### config.mk
export PLATFORM = sky130hd
export DESIGN_NAME = neuron_weight_mac_reader_flat
export DESIGN_NICKNAME = d
export VERILOG_FILES = /design/src/rtl/neuron_weight_mac_reader_if.sv /design/src/rtl/neuron_weight_mac_reader.sv /design/src/flat_wrapper.sv
export SDC_FILE = /design/constraint.sdc
export NUM_CORES = 1
export LEC_CHECK = 0
export CAP_MARGIN = 10
export CORE_ASPECT_RATIO = 2
export CORE_MARGIN = 10
export CORE_UTILIZATION = 57
export CTS_CLUSTER_SIZE = 28
export DETAILED_ROUTE_END_ITERATION = 12
export PLACE_DENSITY = 0.78
export SLEW_MARGIN = 20
export SYNTH_ARGS = -nofsm -noshare
export SYNTH_HDL_FRONTEND = slang
export SYNTH_SLANG_ARGS = --single-unit
### constraint.sdc
create_clock -name clk -period 6.5 [get_ports clk]
set_clock_uncertainty 0.05 [all_clocks]
set_input_delay 0.975 -clock clk [delete_from_list [all_inputs] [get_ports clk]]
set_output_delay 0.975 -clock clk [all_outputs]
set_load 0.005 [all_outputs]
### src/rtl/neuron_weight_mac_reader_if.sv
// ---------------------------------------------------------------------------
// neuron_weight_mac_reader_if
// Purpose: bundles the layer-stream, weight-ROM and result signals of one
//          neuron MAC reader into a single port.
// Signals:
//   start    begin one neuron evaluation
//   bias     neuron bias, two's complement fixed point
//   x_valid  input activation valid
//   x_in     input activation
//   x_ready  reader can accept an activation beat
//   ren      weight ROM read enable
//   radd     weight ROM read address
//   wout     weight ROM data, valid one cycle after ren
//   y_out    neuron result
//   y_valid  one-cycle pulse with a new y_out
//   busy     evaluation in progress
// Modports: slave = the reader, master = the surrounding layer / ROM.
// ---------------------------------------------------------------------------
interface neuron_weight_mac_reader_if #(
    parameter int dataWidth    = 16,
    parameter int addressWidth = 5
);
    logic                    start;
    logic [dataWidth-1:0]    bias;
    logic                    x_valid;
    logic [dataWidth-1:0]    x_in;
    logic                    x_ready;
    logic                    ren;
    logic [addressWidth-1:0] radd;
    logic [dataWidth-1:0]    wout;
    logic [dataWidth-1:0]    y_out;
    logic                    y_valid;
    logic                    busy;

    modport slave (
        input  start, bias, x_valid, x_in, wout,
        output x_ready, ren, radd, y_out, y_valid, busy
    );

    modport master (
        output start, bias, x_valid, x_in, wout,
        input  x_ready, ren, radd, y_out, y_valid, busy
    );
endinterface

### src/rtl/neuron_weight_mac_reader.sv
// ---------------------------------------------------------------------------
// neuron_weight_mac_reader
// Purpose: reads a per-neuron weight ROM in step with a streamed activation
//          input, accumulates the signed fixed-point dot product, adds the
//          bias and emits one result per start.
// Ports:
//   clk  in  clock, all state on rising edge
//   rst  in  asynchronous active-high reset
//   bus  neuron_weight_mac_reader_if.slave (start/bias/x_valid/x_in/wout in,
//        x_ready/ren/radd/y_out/y_valid/busy out)
// Build option: NEURON_SAT_EN defined -> result saturates to the signed
//   dataWidth range; undefined -> result is truncated (wraps).
//
// state  | meaning
// IDLE   | waiting for start
// RUN    | accepting activation beats, one ROM read per beat
// DRAIN  | accumulate the product of the last beat
// BIAS   | add bias aligned to the accumulator's fixed point
// OUT    | narrow, publish y_out and pulse y_valid
// ---------------------------------------------------------------------------
module neuron_weight_mac_reader #(
    parameter int numWeight    = 30,
    parameter int dataWidth    = 16,
    parameter int fracBits     = 12,
    parameter int addressWidth = $clog2(numWeight)
) (
    input logic                       clk,
    input logic                       rst,
    neuron_weight_mac_reader_if.slave bus
);

    localparam int AccWidth = 2 * dataWidth + addressWidth;
    localparam int BiasPad  = AccWidth - dataWidth - fracBits;
    localparam logic [addressWidth-1:0] LastIdx = addressWidth'(numWeight - 1);

    typedef enum logic [2:0] {
        S_IDLE,
        S_RUN,
        S_DRAIN,
        S_BIAS,
        S_OUT
    } state_t;

    state_t                       state_q;
    logic [addressWidth-1:0]      idx_q;
    logic signed [AccWidth-1:0]   acc_q;
    logic signed [dataWidth-1:0]  x_reg_q;
    logic                         beat_q;
    logic                         x_ready_q;
    logic                         busy_q;
    logic                         y_valid_q;
    logic [dataWidth-1:0]         y_out_q;

    logic                         beat;
    logic                         last_beat;
    logic signed [2*dataWidth-1:0] x_ext;
    logic signed [2*dataWidth-1:0] w_ext;
    logic signed [2*dataWidth-1:0] prod;
    logic signed [AccWidth-1:0]   prod_ext;
    logic signed [AccWidth-1:0]   bias_ext;
    logic signed [AccWidth-1:0]   acc_mac_d;
    logic [dataWidth-1:0]         y_d;

    // x_ready is only high in RUN, so this is exactly the accepted beat.
    assign beat      = x_ready_q & bus.x_valid;
    assign last_beat = beat & (idx_q == LastIdx);

    always_comb begin
        x_ext    = {{dataWidth{x_reg_q[dataWidth-1]}}, x_reg_q};
        w_ext    = {{dataWidth{bus.wout[dataWidth-1]}}, bus.wout};
        prod     = x_ext * w_ext;
        prod_ext = {{addressWidth{prod[2*dataWidth-1]}}, prod};
        bias_ext = {{BiasPad{bus.bias[dataWidth-1]}}, bus.bias, {fracBits{1'b0}}};
        // wout belongs to the beat flagged on the previous edge.
        acc_mac_d = beat_q ? (acc_q + prod_ext) : acc_q;
    end

`ifdef NEURON_SAT_EN
    localparam logic signed [AccWidth-1:0] SatMax =
        {{(AccWidth-dataWidth+1){1'b0}}, {(dataWidth-1){1'b1}}};
    localparam logic signed [AccWidth-1:0] SatMin =
        {{(AccWidth-dataWidth+1){1'b1}}, {(dataWidth-1){1'b0}}};
    logic signed [AccWidth-1:0] r;

    always_comb begin
        r = acc_q >>> fracBits;
        if (r > SatMax) begin
            y_d = {1'b0, {(dataWidth-1){1'b1}}};
        end else if (r < SatMin) begin
            y_d = {1'b1, {(dataWidth-1){1'b0}}};
        end else begin
            y_d = r[dataWidth-1:0];
        end
    end
`else
    // Floor shift then truncate is simply a bit slice of the accumulator.
    always_comb begin
        y_d = acc_q[fracBits +: dataWidth];
    end
`endif

    always_ff @(posedge clk or posedge rst) begin
        if (rst) begin
            state_q   <= S_IDLE;
            idx_q     <= '0;
            acc_q     <= '0;
            x_reg_q   <= '0;
            beat_q    <= 1'b0;
            x_ready_q <= 1'b0;
            busy_q    <= 1'b0;
            y_valid_q <= 1'b0;
            y_out_q   <= '0;
        end else begin
            y_valid_q <= 1'b0;
            case (state_q)
                S_IDLE: begin
                    if (bus.start) begin
                        state_q   <= S_RUN;
                        idx_q     <= '0;
                        acc_q     <= '0;
                        beat_q    <= 1'b0;
                        x_ready_q <= 1'b1;
                        busy_q    <= 1'b1;
                    end
                end
                S_RUN: begin
                    acc_q  <= acc_mac_d;
                    beat_q <= beat;
                    if (beat) begin
                        x_reg_q <= bus.x_in;
                    end
                    if (last_beat) begin
                        // idx stays at the last address so radd never wraps.
                        state_q   <= S_DRAIN;
                        x_ready_q <= 1'b0;
                    end else if (beat) begin
                        idx_q <= idx_q + 1'b1;
                    end
                end
                S_DRAIN: begin
                    acc_q   <= acc_mac_d;
                    beat_q  <= 1'b0;
                    state_q <= S_BIAS;
                end
                S_BIAS: begin
                    acc_q   <= acc_q + bias_ext;
                    state_q <= S_OUT;
                end
                S_OUT: begin
                    y_out_q   <= y_d;
                    y_valid_q <= 1'b1;
                    busy_q    <= 1'b0;
                    idx_q     <= '0;
                    state_q   <= S_IDLE;
                end
                default: begin
                    state_q   <= S_IDLE;
                    x_ready_q <= 1'b0;
                    busy_q    <= 1'b0;
                    beat_q    <= 1'b0;
                end
            endcase
        end
    end

    assign bus.x_ready = x_ready_q;
    assign bus.ren     = beat;
    assign bus.radd    = idx_q;
    assign bus.y_out   = y_out_q;
    assign bus.y_valid = y_valid_q;
    assign bus.busy    = busy_q;

endmodule
### src/flat_wrapper.sv
// flat-port wrapper written by rule: the top's interface ports become plain ports
module neuron_weight_mac_reader_flat 
#(
    parameter int numWeight    = 30,
    parameter int dataWidth    = 16,
    parameter int fracBits     = 12,
    parameter int addressWidth = $clog2(numWeight)
)
  (clk, rst, bus_start, bus_bias, bus_x_valid, bus_x_in, bus_wout, bus_x_ready, bus_ren, bus_radd, bus_y_out, bus_y_valid, bus_busy);
  neuron_weight_mac_reader_if #(.dataWidth(dataWidth), .addressWidth(addressWidth)) bus_i ();
  input logic clk;
  input logic rst;
  input wire logic [$bits(bus_i.start)-1:0] bus_start;
  input wire logic [$bits(bus_i.bias)-1:0] bus_bias;
  input wire logic [$bits(bus_i.x_valid)-1:0] bus_x_valid;
  input wire logic [$bits(bus_i.x_in)-1:0] bus_x_in;
  input wire logic [$bits(bus_i.wout)-1:0] bus_wout;
  output wire logic [$bits(bus_i.x_ready)-1:0] bus_x_ready;
  output wire logic [$bits(bus_i.ren)-1:0] bus_ren;
  output wire logic [$bits(bus_i.radd)-1:0] bus_radd;
  output wire logic [$bits(bus_i.y_out)-1:0] bus_y_out;
  output wire logic [$bits(bus_i.y_valid)-1:0] bus_y_valid;
  output wire logic [$bits(bus_i.busy)-1:0] bus_busy;
  assign bus_i.start = bus_start;
  assign bus_i.bias = bus_bias;
  assign bus_i.x_valid = bus_x_valid;
  assign bus_i.x_in = bus_x_in;
  assign bus_i.wout = bus_wout;
  assign bus_x_ready = bus_i.x_ready;
  assign bus_ren = bus_i.ren;
  assign bus_radd = bus_i.radd;
  assign bus_y_out = bus_i.y_out;
  assign bus_y_valid = bus_i.y_valid;
  assign bus_busy = bus_i.busy;
  neuron_weight_mac_reader #(.numWeight(numWeight), .dataWidth(dataWidth), .fracBits(fracBits), .addressWidth(addressWidth)) u_core (.clk(clk), .rst(rst), .bus(bus_i));
endmodule
==> impl_metrics.csv <==
group,metric,value,unit
sta,fin_crit,6.32,ns
global_route,grt_overflow_total,0,
job,cap_violations,0,
global_route,met1_usage,0.242,
worst_setup_path,worstReg2RegStart,"u_core.x_reg_q[3]",
yosys,synthFlopType,"dfrtp_1",
worst_setup_path,cp_max_fo,9,
floorplan,initial_core_util,0.579,
worst_setup_path,critPathRequiredTime,6.70,ns
finish,drive_gt1_frac,0.143,
floorplan,core_region_area,0.0232,sq mm
yosys,ys_ff_latch,72,
worst_setup_path,slowest_stage,"fa_1",
worst_setup_path,worstReg2RegEnd,"u_core.acc_q[27]",
finish,antenna_cells,0,
clock_tree,cts_tree,"done",
global_route,grt_usage,0.232,
sta,finalSetupViolCount,0,
sta,relSlewSlack,0.248,
worst_setup_path,cpMostUsedCell,"fa_1",
clock_tree,path_clk_slew,0.07,ns
yosys,synth_area_leaders,"fa_1 38%, dfrtp_1 13%, ha_1 9.9%, inv_1 9.5%, and2_1 6.1%",
route,drc,0,
hold_path,hp-class,"flip-flop to flip-flop",
worst_setup_path,end_kind,"flip-flop",
clock_tree,cts_max_level,3,
status,run_status,"complete, no violations",
sta,tightestPinTransition,1.12,ns
route,ant_nets,0,
worst_setup_path,worstPathArrival,6.52,ns
floorplan,io_pins,77,
yosys,synth_area_leader_cell,"fa_1",
worst_setup_path,crit_type,"input pin to flip-flop",
sta,hold_viol,0,
yosys,synth.most_common_cell,"inv_1",
route,vias_per_cell,5.41,
yosys,syn_nets,1834,
yosys,syn_area,0.0134,sq mm
yosys,async_reset_ff_frac,1.00,
hold_path,hold_depth,2,
finish,area_delta_synth_final,17.1,%
worst_setup_path,startpoint_type,"input pin",
worst_setup_path,r2r_slack,0.29,ns
worst_setup_path,max_stage_delay,0.55,ns
route,drt_wl_total,33.3,mm
finish,multiInputGateArea,0.0104,sq mm
sta,slew_violations,0,
hold_path,min_to,"u_core.acc_q[8]",
placed_design,numPlacedInstances,1838,
route,vias,10103,
global_route,grt_pass1_wl,56.2,mm
worst_setup_path,path_cells,"buf_2 -> and2_1 -> fa_1 -> inv_1 -> fa_1 -> fa_1 -> inv_1 -> fa_1 -> fa_1 -> inv_1 -> fa_1 -> inv_1 -> ha_4 -> o21a_1 -> o21ai_2 -> a21oi_2 -> nor3b_2 -> a211oi_2 -> o21bai_2 -> o31ai_4 -> mux2i_1 -> o21ai_1",
finish,layout.cells.non_filler,1866,
yosys,syn_inst,1420,
yosys,syn_area_per_cell,9.47,sq um
placed_design,gp_congestion,0.896,
clock_tree,root_buffer,"clkbuf_16",
finish,fillCellCount,1773,
finish,finalNetCount,1992,
global_route,grt_use_met2,0.427,
clock_tree,postCtsHoldBufs,0,
sta,fmax,158,MHz
placed_design,dp_hpwl,28.0,mm
clock_tree,clk_latency,0.37,ns
clock_tree,clock_path_buffers,2,
clock_tree,clock-sinks,72,
finish,fin_util,0.678,
yosys,ys_seq_area_frac,0.134,
route,wl_per_cell,17.9,microns
global_route,grt_max_degree,64,
yosys,yosys_warnings,0,
floorplan,die_area,0.0305,sq mm
yosys,synth_edf_count,0,
clock_tree,numCtsBuffers,9,
global_route,busiest_layer,"met2",
global_route,antenna_found_initial,0,
global_route,grt_pass1_vias,11507,
worst_setup_path,reg2reg_depth,21,
finish,regArea,0.00180,sq mm
floorplan,dieWidth,129,microns
global_route,met3_usage,0.0410,
sta,fin_crit_sh,0.972,
floorplan,rows,79,
floorplan,die_h,237,microns
placed_design,portBuffers,76,
route,drt_first_pass_iters,5,
yosys,yosys-top-cells-count,"341 x inv_1, 256 x fa_1, 143 x nand2_1",
hold_path,worstHoldStart,"u_core.acc_q[8]",
route,drt_first_iter_violations,369,
yosys,ys_types,63,
yosys,synth_top_area_share,0.381,
==> cell usage in the layout, fill, tap and decap left out, drive strengths merged, types with 32 or more instances in the layout <==
cell type / netlist / layout
and2: 132 / 132
buf: 5 / 114
clkdlybuf4s50: 0 / 61
dfrtp: 72 / 72
fa: 256 / 256
ha: 106 / 106
inv: 341 / 341
mux2: 32 / 32
nand2: 143 / 143
nor2: 46 / 46
o21ai: 42 / 42
xnor2: 35 / 35
==> metal layers <==
| layer | share of wire | wire length [microns] | up-vias |
|---|---|---|---|
| met1 | 0.35 | 11700 | 5158 |
| met2 | 0.55 | 18500 | 242 |
| met5 | 0 | 0 | - |
| li1 | - | - | 4608 |
| met4 | 0.050 | 1660 | 0 |
| met3 | 0.043 | 1450 | 95 |
==> cells by family (layout without fill, tap and decap cells) <==
group,Yosys count,in the layout,synth area share
flops,72,72,0.134
buf+inv,385,548,0.108
xor+xnor,58,58,0.0394
simple gates,365,365,0.136
compound gates,140,140,0.0720
fa+ha+maj,362,362,0.480
mux,38,38,0.0313
==> metrics by stage <==
stage               instance area, sq um  setup TNS [ns]  setup WS, ns  hold slack [ns]
floorplan                          13400               0        0.0338            0.400
global placement                   15200           -6.17        -0.619            0.424
detailed placement                 15200           -6.96        -0.742            0.437
CTS                                15700               0       0.00659            0.451
global route                       15700         -0.0651       -0.0595            0.474
finish                             15700               0         0.179            0.449
==> state kept, by name, indices dropped and copies added (netlist names) <==
| register | count |
|---|---|
| u_core.x_reg_q | 16 |
| u_core.state_q | 3 |
| u_core.bus.y_out | 16 |
| u_core.bus.radd | 5 |
| u_core.bus.x_ready | 1 |
| u_core.beat_q | 1 |
| u_core.acc_q | 28 |
| u_core.bus.busy | 1 |
| u_core.bus.y_valid | 1 |
==> critical path: cells and delay by family <==
| family | cells | cell delay (ns) |
|---|---|---|
| multiplexers | 1 | 0.21 |
| buffers and inverters | 5 | 0.42 |
| AO/OA/AOI/OAI | 7 | 1.17 |
| AND/OR/NAND/NOR | 2 | 0.35 |
| adder cells (fa/ha/maj) | 7 | 3.38 |
==> worst max path at each step <==
stage | from | end | slack, ns | cells past startpoint
after global routing | bus_wout[2] | u_core.acc_q[27] | -0.06 | 22
after floorplan | bus_wout[9] | u_core.acc_q[26] | 0.03 | 23
after CTS | bus_wout[3] | u_core.acc_q[24] | 0.007 | 22
after global placement | bus_wout[4] | u_core.acc_q[27] | -0.62 | 22
after detailed placement | bus_wout[4] | u_core.acc_q[27] | -0.74 | 22
final | bus_wout[4] | u_core.acc_q[27] | 0.18 | 22
==> what timing repair did <==
item | in CTS | in global routing
pin swaps | 20 | 33
setup endpoints to repair | 9 | 8
buffers inserted | 9 | 2
gates resized for setup | 39 | 45
gates cloned | 1 | 0
==> final cells by class <==
cell class | instances | share of cell area
Sequential cell | 72 | 0.114
Clock inverter | 7 | 0.00453
Multi-Input combinational cell | 963 | 0.658
Timing Repair Buffer | 190 | 0.105
Tap cell | 283 | 0.0225
Clock buffer | 9 | 0.0143
Inverter | 342 | 0.0816
Power is left out: the tool's default activity adds up to more than one toggle a clock period on the data nets, which glitch-free logic cannot reach.
